**config.mk**
```make
export PLATFORM = sky130hd
export DESIGN_NAME = debam_mult_pipe
export DESIGN_NICKNAME = d
export VERILOG_FILES = /design/src/rtl/debam_mult_pipe.sv
export SDC_FILE = /design/constraint.sdc
export NUM_CORES = 1
export LEC_CHECK = 0
export CAP_MARGIN = 20
export CORE_MARGIN = 1
export CORE_UTILIZATION = 53
export DETAILED_ROUTE_END_ITERATION = 10
export PLACE_DENSITY = 0.79
export SLEW_MARGIN = 10
export SYNTH_ARGS = -nofsm -noshare
export SYNTH_HDL_FRONTEND = slang
export SYNTH_SLANG_ARGS = --single-unit
```
**constraint.sdc**
```tcl
create_clock -name clk -period 2.4 [get_ports clk]
set_input_delay 0.48 -clock clk [delete_from_list [all_inputs] [get_ports clk]]
set_output_delay 0.48 -clock clk [all_outputs]
set_load 0.02 [all_outputs]
```
**src/rtl/debam_mult_pipe.sv**
```systemverilog
// Pipelined DeBAM approximate / exact unsigned multiplier with valid-ready flow and tag sideband.
// Optional saturating inexact-result counter enabled by defining DEBAM_ERRCNT_EN.

module debam_pair #(
  parameter int WIDTH = 8
) (
  input  logic [1:0]       sel,
  input  logic [WIDTH-1:0] b,
  input  logic             mode,
  output logic [WIDTH+1:0] pp
);
  logic [WIDTH+1:0] b2, b3, ex;
  logic [WIDTH-1:0] ap;

  always_comb begin
    b2 = {1'b0, b, 1'b0};
    b3 = b2 + {2'b00, b};
    ex = '0;
    ap = '0;
    case (sel)
      2'b01: begin ex = {2'b00, b}; ap = b;                      end
      2'b10: begin ex = b2;         ap = b2[WIDTH-1:0];          end
      2'b11: begin ex = b3;         ap = b2[WIDTH-1:0] | b;      end
      default: ;
    endcase
    // approximate terms drop the carries out of the top bit instead of rippling them
    pp = mode ? {2'b00, ap} : ex;
  end
endmodule

module debam_mult_pipe #(
  parameter int WIDTH = 8,
  parameter int TAG_W = 4,
  parameter int CNT_W = 16
) (
  input  logic               clk,
  input  logic               rst_n,
  input  logic               in_valid,
  output logic               in_ready,
  input  logic [WIDTH-1:0]   in_a,
  input  logic [WIDTH-1:0]   in_b,
  input  logic               in_mode,
  input  logic [TAG_W-1:0]   in_tag,
  output logic               out_valid,
  input  logic               out_ready,
  output logic [2*WIDTH-1:0] out_q,
  output logic [TAG_W-1:0]   out_tag,
  output logic               out_mode,
  input  logic               err_clr,
  output logic [CNT_W-1:0]   err_cnt
);
  localparam int P      = (WIDTH-2)/2;
  localparam int QW     = 2*WIDTH;
  localparam int STAGES = 3;

  logic adv;
  logic [STAGES:0] vld_pipe_q, vld_pipe_d;

  logic [WIDTH-1:0] a0_q, a0_d, b0_q, b0_d;
  logic             mode0_q, mode0_d;
  logic [TAG_W-1:0] tag0_q, tag0_d;

  logic [P-1:0][WIDTH+1:0] pp_c;
  logic [P-1:0][WIDTH+1:0] pp1_q, pp1_d;
  logic [1:0][WIDTH-1:0]   sgl1_q, sgl1_d;
  logic                    mode1_q, mode1_d;
  logic [TAG_W-1:0]        tag1_q, tag1_d;

  logic [QW-1:0]    psa2_q, psa2_d, psb2_q, psb2_d;
  logic             mode2_q, mode2_d;
  logic [TAG_W-1:0] tag2_q, tag2_d;

  logic [QW-1:0]    res3_q, res3_d;
  logic             mode3_q, mode3_d;
  logic [TAG_W-1:0] tag3_q, tag3_d;

  // whole pipe moves as one; only a stalled output slot can block it
  assign adv       = !vld_pipe_q[STAGES] | out_ready;
  assign in_ready  = adv;
  assign out_valid = vld_pipe_q[STAGES];
  assign out_q     = res3_q;
  assign out_tag   = tag3_q;
  assign out_mode  = mode3_q;

  for (genvar i = 0; i < P; i++) begin : g_pair
    debam_pair #(.WIDTH(WIDTH)) u_pair (
      .sel (a0_q[2*i+1:2*i]),
      .b   (b0_q),
      .mode(mode0_q),
      .pp  (pp_c[i])
    );
  end

  always_comb begin
    vld_pipe_d = vld_pipe_q;
    a0_d = a0_q;  b0_d = b0_q;  mode0_d = mode0_q;  tag0_d = tag0_q;
    pp1_d = pp1_q;  sgl1_d = sgl1_q;  mode1_d = mode1_q;  tag1_d = tag1_q;
    psa2_d = psa2_q;  psb2_d = psb2_q;  mode2_d = mode2_q;  tag2_d = tag2_q;
    res3_d = res3_q;  mode3_d = mode3_q;  tag3_d = tag3_q;
    if (adv) begin
      vld_pipe_d = {vld_pipe_q[STAGES-1:0], in_valid};
      a0_d = in_a;  b0_d = in_b;  mode0_d = in_mode;  tag0_d = in_tag;

      pp1_d     = pp_c;
      sgl1_d[0] = a0_q[WIDTH-2] ? b0_q : '0;
      sgl1_d[1] = a0_q[WIDTH-1] ? b0_q : '0;
      mode1_d   = mode0_q;
      tag1_d    = tag0_q;

      psa2_d = '0;
      for (int i = 0; i < P; i++)
        psa2_d = psa2_d + (QW'(pp1_q[i]) << (2*i));
      psb2_d  = (QW'(sgl1_q[0]) << (WIDTH-2)) + (QW'(sgl1_q[1]) << (WIDTH-1));
      mode2_d = mode1_q;
      tag2_d  = tag1_q;

      res3_d  = psa2_q + psb2_q;
      mode3_d = mode2_q;
      tag3_d  = tag2_q;
    end
  end

  always_ff @(posedge clk or negedge rst_n) begin
    if (!rst_n) begin
      vld_pipe_q <= '0;
      a0_q <= '0;  b0_q <= '0;  mode0_q <= 1'b0;  tag0_q <= '0;
      pp1_q <= '0;  sgl1_q <= '0;  mode1_q <= 1'b0;  tag1_q <= '0;
      psa2_q <= '0;  psb2_q <= '0;  mode2_q <= 1'b0;  tag2_q <= '0;
      res3_q <= '0;  mode3_q <= 1'b0;  tag3_q <= '0;
    end else begin
      vld_pipe_q <= vld_pipe_d;
      a0_q <= a0_d;  b0_q <= b0_d;  mode0_q <= mode0_d;  tag0_q <= tag0_d;
      pp1_q <= pp1_d;  sgl1_q <= sgl1_d;  mode1_q <= mode1_d;  tag1_q <= tag1_d;
      psa2_q <= psa2_d;  psb2_q <= psb2_d;  mode2_q <= mode2_d;  tag2_q <= tag2_d;
      res3_q <= res3_d;  mode3_q <= mode3_d;  tag3_q <= tag3_d;
    end
  end

`ifdef DEBAM_ERRCNT_EN
  logic [P-1:0][WIDTH+1:0] ppx_c;
  logic inx1_q, inx1_d, inx2_q, inx2_d, inx3_q, inx3_d;
  logic [CNT_W-1:0] err_cnt_q, err_cnt_d;

  // exact shadow: approx <= exact per term, so any differing pair makes the product inexact
  for (genvar i = 0; i < P; i++) begin : g_shadow
    debam_pair #(.WIDTH(WIDTH)) u_shadow (
      .sel (a0_q[2*i+1:2*i]),
      .b   (b0_q),
      .mode(1'b0),
      .pp  (ppx_c[i])
    );
  end

  always_comb begin
    inx1_d = inx1_q;  inx2_d = inx2_q;  inx3_d = inx3_q;
    if (adv) begin
      inx1_d = mode0_q && (pp_c != ppx_c);
      inx2_d = inx1_q;
      inx3_d = inx2_q;
    end
    err_cnt_d = err_cnt_q;
    if (err_clr)
      err_cnt_d = '0;
    else if (out_valid && out_ready && mode3_q && inx3_q && (err_cnt_q != '1))
      err_cnt_d = err_cnt_q + CNT_W'(1);
  end

  always_ff @(posedge clk or negedge rst_n) begin
    if (!rst_n) begin
      inx1_q <= 1'b0;  inx2_q <= 1'b0;  inx3_q <= 1'b0;
      err_cnt_q <= '0;
    end else begin
      inx1_q <= inx1_d;  inx2_q <= inx2_d;  inx3_q <= inx3_d;
      err_cnt_q <= err_cnt_d;
    end
  end

  assign err_cnt = err_cnt_q;
`else
  logic unused_err_clr;
  assign unused_err_clr = err_clr;
  assign err_cnt        = '0;
`endif
endmodule

```
==> results of run 1 <==
flip-flops by register name, indices dropped and copies added, names as in the netlist, 8 cells and up:
signal	cells
psa2_q	15
sgl1_q	16
b0_q	8
a0_q	8
pp1_q	30
out_q	16
psb2_q	10
cell type report:
cell class | count | area share (%)
clock inverters | 14 | 2.50
repair buffers | 82 | 9.25
flip-flops and latches | 127 | 37.1
inverters | 26 | 1.15
clock buffers | 18 | 5.12
multi-input cells | 595 | 42.4
well taps | 172 | 2.51
per-stage QoR:
step	utilization (%)	total power, mW	hold slack [ns]
global route	66.8	14.1	0.468
finish	66.8	13.1	0.458
global placement	61.1	9.53	0.412
floorplan	-	7.87	0.184
CTS	66.5	13.0	0.461
detailed placement	61.1	9.88	0.420
power groups by stage:
stage / logic (mW) / clock network [mW] / registers, mW
after CTS: 6.36 / 2.87 / 3.77
after global routing: 7.21 / 2.98 / 3.89
after detailed placement: 6.10 / 0 / 3.79
after global placement: 5.81 / 0 / 3.73
after floorplan: 4.13 / 0 / 3.74
final: 6.52 / 2.83 / 3.78
repair_timing:
action,CTS,global route
setup endpoints to repair,9,12
hold endpoints to repair,23,0
hold buffers,1,0
pin swaps,9,9
buffers inserted,1,1
gates resized for setup,8,8
layer usage:
layer	GRT usage, %	vias to the layer above	part of all wire [%]
met5	0	-	0
met4	8.89	0	1.5
met3	6.10	29	4.7
met2	41.2	174	51
met1	29.7	2766	43
li1	-	2747	-
placed cells by master, fill, tap and decap left out, types with 4 or more instances in the layout:
cell type / netlist / layout
nor3b_1: 5 / 5
a221oi_1: 13 / 13
clkinv_2: 0 / 4
o21ai_0: 53 / 51
nor2_1: 46 / 46
nor3_1: 6 / 6
a22oi_1: 9 / 9
dfrtp_1: 127 / 127
clkbuf_16: 0 / 17
a21oi_1: 39 / 38
buf_12: 0 / 5
fa_1: 10 / 9
nand3_1: 26 / 26
xor2_1: 14 / 14
mux2_2: 7 / 7
bufinv_16: 0 / 5
a21o_1: 10 / 10
mux2i_1: 11 / 11
nor2b_1: 8 / 7
clkdlybuf4s50_1: 0 / 45
ha_1: 45 / 44
o31ai_1: 7 / 7
inv_1: 25 / 22
nand2_1: 215 / 215
buf_4: 16 / 31
conb_1: 1 / 16
xnor2_1: 8 / 7
o21ai_1: 4 / 4
a211oi_2: 1 / 4
nand2b_1: 4 / 4
logic make-up after synthesis:
kind of cell | count (synthesis)
DFF | 127
other | 1
buffers and inverters | 86
AOI/OAI and AO/OA | 157
xor gates and xnor gates | 22
and+or+nand+nor | 327
adders and majority gates | 55
muxes | 18
worst paths after layout:
check	from	endpoint	slack, ns
setup reg to reg	pp1_q[20]$_DFFE_PN0P_	psa2_q[11]$_DFFE_PN0P_	-0.16
hold / removal	vld_pipe_q[2]$_DFFE_PN0P_	vld_pipe_q[3]$_DFFE_PN0P_	0.46
setup / recovery	pp1_q[20]$_DFFE_PN0P_	psa2_q[11]$_DFFE_PN0P_	-0.16
min in group asynchronous	rst_n	out_q[14]$_DFFE_PN0P_	0.51
max in group asynchronous	rst_n	tag0_q[3]$_DFFE_PN0P_	1.25
hold reg to reg	vld_pipe_q[2]$_DFFE_PN0P_	vld_pipe_q[3]$_DFFE_PN0P_	0.46
==> summary.txt, run 1 <==
Finish
  • Area of the multi-input gates: 0.00363 sq mm
  • Area Overhead vs Synth: 21.0%
  • Proportion of layout cells with a drive suffix above 1: 11.5%
  • Reg area: 0.00318 sq mm
  • NumNets Final: 930
  • Design area: 0.00857 sq mm
  • Final cell count without fillers: 1034
  • FILL cells: 1006
  • Inserted Diodes: 0

Critical path
  • Critical path type: reg2reg
  • WP data arrival: 2.85 ns
  • Slowest CP cell: fa_1
  • CP top delay family: compound AO/OA/AOI/OAI gates
  • Crit. path cell count: 10
  • Cell Chain, Critical Path: inv_2 -> fa_1 -> inv_2 -> fa_2 -> a21o_1 -> a221oi_4 -> o21bai_1 -> a21oi_2 -> xor2_1 -> o21ai_1
  • Crit-path max FO: 3
  • Startpoint Class: flop
  • FF-to-FF path depth: 10
  • Setup crit end kind: flop
  • Worst path most repeated cell: inv_2
  • Critical Path RT: 2.70 ns
  • CP peak stage delay: 0.55 ns
  • Bufs and invs on worst path: 2

Synth
  • Largest family of logic cells by synthesized area: simple AND/OR/NAND/NOR gates
  • Ys Warns: 0
  • Top_reg_cell synth: dfrtp_1
  • Area leader, netlist: dfrtp_1
  • Compound-gate portion of the synthesized area: 13.9%
  • Adder-Cell Fraction of Synth Area: 10.8%
  • Synth async-reset ratio: 100%
  • Most frequent cell after synthesis: nand2_1
  • Synthesized area per cell: 8.93 sq um
  • #FFs+latches synth: 127
  • Post-synth EDFFs: 0
  • Top cell type's share of synthesized area: 44.9%
  • Mux cell area share after synthesis: 2.67%
  • Xor/xnor share of the synthesized area: 2.72%
  • Top post-synthesis cells by area: dfrtp_1, nand2_1, ha_1, o21ai_0, fa_1
  • Syn Std Cell Area: 0.00708 sq mm
  • Post-Synth Simple-Gate Area: 19.4%
  • Synth cell count leaders: nand2_1, dfrtp_1, o21ai_0
  • Distinct cells, synth: 51
  • Syn Inst Count: 793
  • Register area share after synthesis: 44.9%

Power
  • Leak pwr: 4.18 nW
  • Max VDD drop: 0.000860 V
  • Sw Share: 40.1%
  • Power share of the combinational group: 49.7%
  • Power density cells: 1530 mW/mm^2
  • Clock power share: 21.6%
  • P_sw: 5.27 mW
  • Internal power: 7.87 mW
  • Sequential power share: 28.8%

Die
  • Core Area: 0.0128 sq mm
  • Die H: 118 um
  • Starting Density: 55.2%
  • Die ar.: 0.0138 sq mm
  • Rows: 41
  • # IOs: 65
  • Die Wd: 118 um

Clocking
  • CTS H-Tree Depth: 4
  • Clock sink total: 127
  • Worst-skew pair later-pin latency: 0.43 ns
  • CTS tree: built
  • Clock buffer depth: 2
  • Worst-path clk slew: 0.06 ns
  • Root buf cell: clkbuf_16
  • TritonCTS Buffers: 17

Detailed routing
  • Initial drt markers: 424
  • Post-Route WL: 15.7 mm
  • Vias/cell: 5.53
  • Via count: 5716
  • ANT nets after route: 0
  • Routed WL per cell: 15.2 um
  • 1st-pass router iterations: 5
  • Remaining DRCs: 0

Global route
  • Gr usage total: 24.2%
  • GRT overflow: 0
  • Initial antenna violation count: 0
  • Global-route wire length before repair: 26.5 mm
  • Vias in the first global route: 5594
  • Largest net degree at the start of global routing: 72

STA
  • Fin Setup TNS: -0.302 ns
  • Max-slew headroom: 55.8%
  • Fin. max-slew vios: 0
  • PnR worst setup slack: -0.155 ns
  • Final Cycle Share: 106%
  • Worst-Margin Slew: 0.663 ns
  • Final setup violation count: 5
  • Fmax: 391 MHz
  • RSZ-0062 raised after global routing: true
  • Layout Skew: 0.00634 ns
  • Final Critical Period: 2.56 ns
  • Hold Vio Cnt, Final: 0

Placed design
  • Pre-CTS setup slack: -0.229 ns
  • Final GP Congestion: 0.870
  • Cell area after placement: 0.00783 sq mm
  • DP Cell Count: 999
  • PortBufs: 47
  • Hpwl dp: 10.6 mm

Status
  • Failing checks: negative setup slack
  • Status: finished, violations left

Min path
  • Hold path depth: 1
  • HP Class: reg2reg

Job
  • Max-Cap Viols: 0
No activity file was read; power rests on OpenSTA's default activity.
==> inputs of run 2 (changes only) <==
--- a/config.mk
+++ b/config.mk
@@ -9,7 +9,7 @@
 export CORE_MARGIN = 1
 export CORE_UTILIZATION = 53
 export DETAILED_ROUTE_END_ITERATION = 10
-export PLACE_DENSITY = 0.79
+export PLACE_DENSITY = 0.77
 export SLEW_MARGIN = 10
 export SYNTH_ARGS = -nofsm -noshare
 export SYNTH_HDL_FRONTEND = slang
==> run 2 against run 1 <==
The run still ends with negative setup slack left. Sequential cell count unchanged. Count of clock-buffer cells in the layout increased by 5. Critical path depth unchanged. Setup slack improved by 0.052 ns. Clock power down 15%. Worst hold slack got worse by 0.034 ns. Wire length fell by 4.0%. First-iteration DRC count is 3.5% lower. Critical path type unchanged. Critical endpoint is now psa2_q[13]$_DFFE_PN0P_. Highest routed layer unchanged.
==> summary.txt, run 2 (synthesis gave the netlist of run 1 again) <==
Status
  • Status: finished, violations left (unchanged)
  • Failing checks: negative setup slack (unchanged)

Global route
  • Global-route wire length before repair: 25.8 mm (was 26.5 mm)
  • GRT overflow: 0 (unchanged)
  • Gr usage total: 23.3% (was 24.2%)
  • Busiest layer in global routing: met2 (unchanged)
  • Initial antenna violation count: 0 (unchanged)
  • Vias in the first global route: 5655 (was 5594)
  • GR met1 Demand/Resource: 28.5% (was 29.7%)
  • Largest net degree at the start of global routing: 65 (was 72)
  • GR met2 Demand/Resource: 39.0% (was 41.2%)
  • M3 GR Usage: 4.80% (was 6.10%)

Clocking
  • Root buf cell: clkbuf_16 (unchanged)
  • Clock sink total: 127 (unchanged)
  • CTS tree: built (unchanged)
  • TritonCTS Buffers: 17 (unchanged)
  • Clock buffer depth: 2 (unchanged)
  • CTS H-Tree Depth: 4 (unchanged)
  • Worst-skew pair later-pin latency: 0.42 ns (was 0.43 ns)
  • Worst-path clk slew: 0.05 ns (was 0.06 ns)

Finish
  • Top reg by flops: pp1_q (unchanged)
  • Inserted Diodes: 0 (unchanged)
  • Most frequent cells in the layout: nand2_1, dfrtp_1, o21ai_0, nor2_1, clkdlybuf4s50_1 (unchanged)
  • NumNets Final: 931 (was 930)
  • Proportion of layout cells with a drive suffix above 1: 11.5% (about the same)
  • Max reg flops: 30 (unchanged)
  • Most common cell after layout, fill and taps aside: nand2_1 (unchanged)
  • Design area: 0.00853 sq mm (was 0.00857 sq mm)
  • Area Overhead vs Synth: 20.5% (was 21.0%)

Power
  • Leak pwr: 4.16 nW (was 4.18 nW)
  • Power share of the combinational group: 52.3% (was 49.7%)
  • Max VDD drop: 0.000746 V (was 0.000860 V)
  • Clock power share: 18.6% (was 21.6%)
  • Sequential power share: 29.1% (was 28.8%)
  • Power density cells: 1520 mW/mm^2 (was 1530 mW/mm^2)
  • Internal power: 7.69 mW (was 7.87 mW)
  • P_sw: 5.25 mW (was 5.27 mW)
  • Sw Share: 40.6% (was 40.1%)
  • Final Power: 12.9 mW (was 13.1 mW)

STA
  • Final setup violation count: 5 (unchanged)
  • Hold Vio Cnt, Final: 0 (unchanged)
  • Fin. max-slew vios: 0 (unchanged)
  • Fmax: 399 MHz (was 391 MHz)
  • Max-slew headroom: 55.1% (was 55.8%)
  • Final Cycle Share: 104% (was 106%)
  • Final Critical Period: 2.50 ns (was 2.56 ns)
  • Worst-Margin Slew: 0.674 ns (was 0.663 ns)
  • PnR worst setup slack: -0.104 ns (was -0.155 ns)
  • RSZ-0062 raised after global routing: true (unchanged)
  • Hold Slack: 0.424 ns (was 0.458 ns)
  • Layout Skew: 0.00897 ns (was 0.00634 ns)

Placed design
  • Cell area after placement: 0.00782 sq mm (was 0.00783 sq mm)
  • Hpwl dp: 10.5 mm (was 10.6 mm)
  • Final GP Congestion: 0.867 (was 0.870)
  • Pre-CTS setup slack: -0.168 ns (was -0.229 ns)
  • PortBufs: 47 (unchanged)

Critical path
  • Startpoint Class: flop (unchanged)
  • Crit-path max FO: 3 (unchanged)
  • Setup crit end kind: flop (unchanged)
  • Critical Path RT: 2.70 ns (about the same)
  • WP data arrival: 2.80 ns (was 2.85 ns)
  • R2r setup slk: -0.10 ns (was -0.16 ns)
  • Critical path type: reg2reg (unchanged)

Job
  • Max-Cap Viols: 0 (unchanged)

Detailed routing
  • Initial drt markers: 409 (was 424)
  • Remaining DRCs: 0 (unchanged)
  • Via count: 5628 (was 5716)
  • Routed WL per cell: 14.5 um (was 15.2 um)
  • Vias/cell: 5.44 (was 5.53)
  • 1st-pass router iterations: 5 (unchanged)
  • Post-Route WL: 15.1 mm (was 15.7 mm)
  • ANT nets after route: 0 (unchanged)

Die
  • Die ar.: 0.0138 sq mm (unchanged)
  • Starting Density: 55.2% (unchanged)
  • Core Area: 0.0128 sq mm (unchanged)
  • Rows: 41 (unchanged)
  • Die H: 118 um (unchanged)
  • # IOs: 65 (unchanged)
  • Die Wd: 118 um (unchanged)

Min path
  • HP Class: in2async (was reg2reg)
-- run 2: cell count changes in the layout (fill, tap and decap cells not counted), moves of 3 or more --
cell and change:
bufinv_16 -4, ha_4 +3, clkinvlp_4 -3, clkbuf_1 +3
-- run 2: layer usage --
metal | part of all wire [%] | vias to the layer above | routed length, um
met5 | 0 | - | 0
met4 | 2.7 | 0 | 408
met1 | 42 | 2685 | 6300
li1 | - | 2754 | -
met2 | 51 | 163 | 7640
met3 | 4.7 | 26 | 711
-- run 2: layout make-up --
type | count | area [sq um]
multi-input cells | 595 | 3690
clock buffers | 23 | 478
well taps | 172 | 215
clock inverters | 9 | 85.1
repair buffers | 83 | 788
flip-flops and latches | 127 | 3180
fillers | 1011 | 4290
inverters | 26 | 98.8
-- run 2: per-stage QoR --
step	cells	TNS (ns)	utilization, %
after floorplan	808	0	-
after global placement	999	-0.189	61.0
after detailed placement	999	-0.537	61.0
after CTS	1033	-0.333	65.7
after global routing	1035	-0.988	66.5
final	1035	-0.356	66.5
-- run 2: final timing paths --
kind	start	to	cells past startpoint
max reg2reg	pp1_q[20]$_DFFE_PN0P_	psa2_q[13]$_DFFE_PN0P_	10
min in group clk	vld_pipe_q[2]$_DFFE_PN0P_	vld_pipe_q[2]$_DFFE_PN0P_	2
max	pp1_q[20]$_DFFE_PN0P_	psa2_q[13]$_DFFE_PN0P_	10
min reg2reg	vld_pipe_q[2]$_DFFE_PN0P_	vld_pipe_q[2]$_DFFE_PN0P_	2
max in group asynchronous	rst_n	a0_q[0]$_DFFE_PN0P_	3
min	rst_n	psb2_q[12]$_DFFE_PN0P_	2
-- run 2: critical path, stage by stage, from the launching register on --
cell and delay (ns):
dfrtp_1 0.33, inv_2 0.05, fa_1 0.55, inv_2 0.05
fa_2 0.36, a21o_1 0.22, a221oi_4 0.30, o31ai_1 0.11
a21oi_1 0.18, xor2_1 0.16, o21ai_1 0.07
-- run 2: power by group through the flow --
stage                     Sequential [mW]  Combinational, mW  Clock (mW)
after detailed placement             3.80               6.04           0
after CTS                            3.77               6.23        2.44
after global placement               3.73               5.80           0
after floorplan                      3.74               4.13           0
after global routing                 3.89               7.53        2.53
final                                3.77               6.77        2.41
-- run 2: repair_timing --
item | 4_1_cts | 5_1_grt
gates resized for setup | 7 | 13
endpoints found under the setup margin | 6 | 10
hold buffers | 1 | 0
buffers inserted | 2 | 3
pin swaps | 11 | 10
endpoints found under the hold margin | 5 | 0
==> inputs of run 3 (changes only) <==
--- a/config.mk
+++ b/config.mk
@@ -9,6 +9,7 @@
 export CORE_MARGIN = 1
 export CORE_UTILIZATION = 53
 export DETAILED_ROUTE_END_ITERATION = 10
+export GPL_TIMING_DRIVEN = 0
 export PLACE_DENSITY = 0.77
 export SLEW_MARGIN = 10
 export SYNTH_ARGS = -nofsm -noshare
==> run 3 against run 2 <==
The flow finishes with violations (negative hold slack, negative setup slack). Count of clock-buffer cells in the layout is the same. Combinational power is 1% higher. Clock power grew 13%. Setup slack got worse by 0.028 ns. Largest power group unchanged.
==> summary.txt, run 3 (synthesis gave the netlist of run 1 again) <==
Clocking
  • Root buf cell: clkbuf_16 (unchanged)
  • Clock sink total: 127 (unchanged)
  • CTS tree: built (unchanged)
  • Clock buffer depth: 2 (unchanged)
  • Worst-path clk slew: 0.06 ns (was 0.05 ns)
  • Worst-skew pair later-pin latency: 0.43 ns (was 0.42 ns)
  • Hold buffers post-CTS: 0 (was 1)
  • TritonCTS Buffers: 17 (unchanged)
  • CTS H-Tree Depth: 4 (unchanged)

Die
  • Die H: 118 um (unchanged)
  • Rows: 41 (unchanged)
  • Core Area: 0.0128 sq mm (unchanged)
  • Starting Density: 55.2% (unchanged)
  • # IOs: 65 (unchanged)
  • Die ar.: 0.0138 sq mm (unchanged)
  • Die Wd: 118 um (unchanged)

STA
  • Final setup violation count: 6 (was 5)
  • Final Critical Period: 2.53 ns (was 2.50 ns)
  • Hold Vio Cnt, Final: 5 (was 0)
  • Layout Skew: 0.00677 ns (was 0.00897 ns)
  • Fin Setup TNS: -0.406 ns (was -0.356 ns)
  • Max-slew headroom: 54.3% (was 55.1%)
  • Fmax: 395 MHz (was 399 MHz)
  • Fin. max-slew vios: 0 (unchanged)
  • Hold Slack: -0.0240 ns (was 0.424 ns)
  • Final Cycle Share: 105% (was 104%)
  • PnR worst setup slack: -0.132 ns (was -0.104 ns)
  • RSZ-0062 raised after global routing: true (unchanged)
  • Worst-Margin Slew: 0.686 ns (was 0.674 ns)

Detailed routing
  • 1st-pass router iterations: 8 (was 5)
  • Routed WL per cell: 16.0 um (was 14.5 um)
  • Via count: 5803 (was 5628)
  • Remaining DRCs: 0 (unchanged)
  • Post-Route WL: 17.0 mm (was 15.1 mm)
  • Vias/cell: 5.44 (about the same)
  • Initial drt markers: 365 (was 409)
  • ANT nets after route: 0 (unchanged)

Finish
  • Inserted Diodes: 0 (unchanged)
  • Proportion of layout cells with a drive suffix above 1: 12.7% (was 11.5%)
  • Most frequent cells in the layout: nand2_1, dfrtp_1, o21ai_0, nor2_1, clkdlybuf4s50_1 (unchanged)
  • Max reg flops: 30 (unchanged)
  • Most common cell after layout, fill and taps aside: nand2_1 (unchanged)
  • NumNets Final: 963 (was 931)
  • Top reg by flops: pp1_q (unchanged)
  • FILL cells: 1012 (was 1011)
  • Final Util: 67.9% (was 66.5%)
  • Area Overhead vs Synth: 23.0% (was 20.5%)

Power
  • Leak pwr: 4.22 nW (was 4.16 nW)
  • Max VDD drop: 0.000652 V (was 0.000746 V)
  • Power density cells: 1530 mW/mm^2 (was 1520 mW/mm^2)

Min path
  • HP Class: in2async (unchanged)

Critical path
  • Critical Path RT: 2.69 ns (was 2.70 ns)
  • Startpoint Class: flop (unchanged)
  • Crit-path max FO: 4 (was 3)
  • Setup crit end kind: flop (unchanged)
  • CP top delay family: adder cells (unchanged)
  • Critical path type: reg2reg (unchanged)
  • Bufs and invs on worst path: 0 (was 2)
  • R2r setup slk: -0.13 ns (was -0.10 ns)
  • WP data arrival: 2.82 ns (was 2.80 ns)
  • Slowest CP cell: fa_1 (unchanged)
  • CP peak stage delay: 0.49 ns (was 0.55 ns)
  • Cell Chain, Critical Path: fa_1 -> ha_1 -> and3_1 -> a221oi_4 -> o31ai_1 -> a21oi_1 -> xor2_1 -> o21ai_1 (was inv_2 -> fa_1 -> inv_2 -> fa_2 -> a21o_1 -> a221oi_4 -> o31ai_1 -> a21oi_1 -> xor2_1 -> o21ai_1)

Placed design
  • Hpwl dp: 12.0 mm (was 10.5 mm)
  • PortBufs: 47 (unchanged)
  • Pre-CTS setup slack: -0.699 ns (was -0.168 ns)
  • Final GP Congestion: 0.899 (was 0.867)

Global route
  • Gr usage total: 26.0% (was 23.3%)
  • GRT overflow: 0 (unchanged)
  • Global-route wire length before repair: 28.0 mm (was 25.8 mm)
  • Initial antenna violation count: 0 (unchanged)
  • Largest net degree at the start of global routing: 75 (was 65)
  • Vias in the first global route: 5820 (was 5655)

Status
  • Status: finished, violations left (unchanged)
  • Failing checks: negative hold slack, negative setup slack (was negative setup slack)

Job
  • Max-Cap Viols: 0 (unchanged)
==> run 3: cell count changes in the layout (fill, tap and decap cells not counted), moves of 6 or more <==
cell / change
buf_4: -6
dfrtp_1: -6
buf_1: +9
dfrtp_2: +6
clkbuf_1: +17
buf_2: +9
==> run 3: timing repair <==
item	CTS	global route
resized for setup	24	16
buffers inserted	4	6
pin swaps	13	15
gates cloned	0	0
endpoints found under the setup margin	18	20
==> run 3: worst register-to-register path: stages (launching register included) <==
cell      delay, ns
dfrtp_1        0.42
fa_1           0.49
ha_1           0.39
and3_1         0.25
a221oi_4       0.31
o31ai_1        0.10
a21oi_1        0.19
xor2_1         0.16
o21ai_1        0.07
==> run 3: final cells by class <==
| type | instances | area [sq um] | share of cell area, % |
|---|---|---|---|
| Clock buffer | 23 | 508 | 5.83 |
| Inverter | 26 | 103 | 1.18 |
| Tap cell | 172 | 215 | 2.47 |
| Sequential cell | 127 | 3190 | 36.6 |
| Clock inverter | 9 | 129 | 1.48 |
| Buffer | 57 | 294 | 3.38 |
| Timing Repair Buffer | 58 | 574 | 6.59 |
| Multi-Input combinational cell | 595 | 3700 | 42.5 |
==> run 3: layer usage <==
metal  vias to the layer above  track usage, %  wire (um)
met2                       163            43.0       8270
met5                         -               0          0
li1                       2823               -          -
met4                         0            9.86        442
met3                        35            6.35        817
met1                      2782            32.8       7500
==> run 3: metrics by stage <==
step / instances / hold WS, ns / area, sq um / power, mW
6_report: 1067 / -0.0240 / 8710 / 13.3
5_1_grt: 1067 / 0.0488 / 8710 / 14.2
4_1_cts: 1061 / 0.0245 / 8580 / 12.8
3_5_place_dp: 1028 / 0.455 / 7860 / 9.60
3_3_place_gp: 1027 / 0.441 / 7830 / 9.41
2_1_floorplan: 808 / 0.184 / 7140 / 7.87
==> run 3: path summary, 6_finish.rpt <==
kind,startpoint,cells past startpoint,endpoint
worst max register to register,pp1_q[6]$_DFFE_PN0P_,8,psa2_q[13]$_DFFE_PN0P_
min in group clk,out_tag[1]$_DFFE_PN0P_,2,out_tag[1]$_DFFE_PN0P_
max in group asynchronous,rst_n,2,a0_q[0]$_DFFE_PN0P_
worst min-delay path,rst_n,1,out_q[13]$_DFFE_PN0P_
worst min register to register,out_tag[1]$_DFFE_PN0P_,2,out_tag[1]$_DFFE_PN0P_
worst max-delay path,pp1_q[6]$_DFFE_PN0P_,8,psa2_q[13]$_DFFE_PN0P_
==> run 3: report_power, final <==
part / internal [mW] / switching, mW / total [mW]
combinational: 2.99 / 3.88 / 6.87
sequential: 3.06 / 0.636 / 3.70
clock: 1.79 / 0.935 / 2.73
total: 7.84 / 5.46 / 13.3
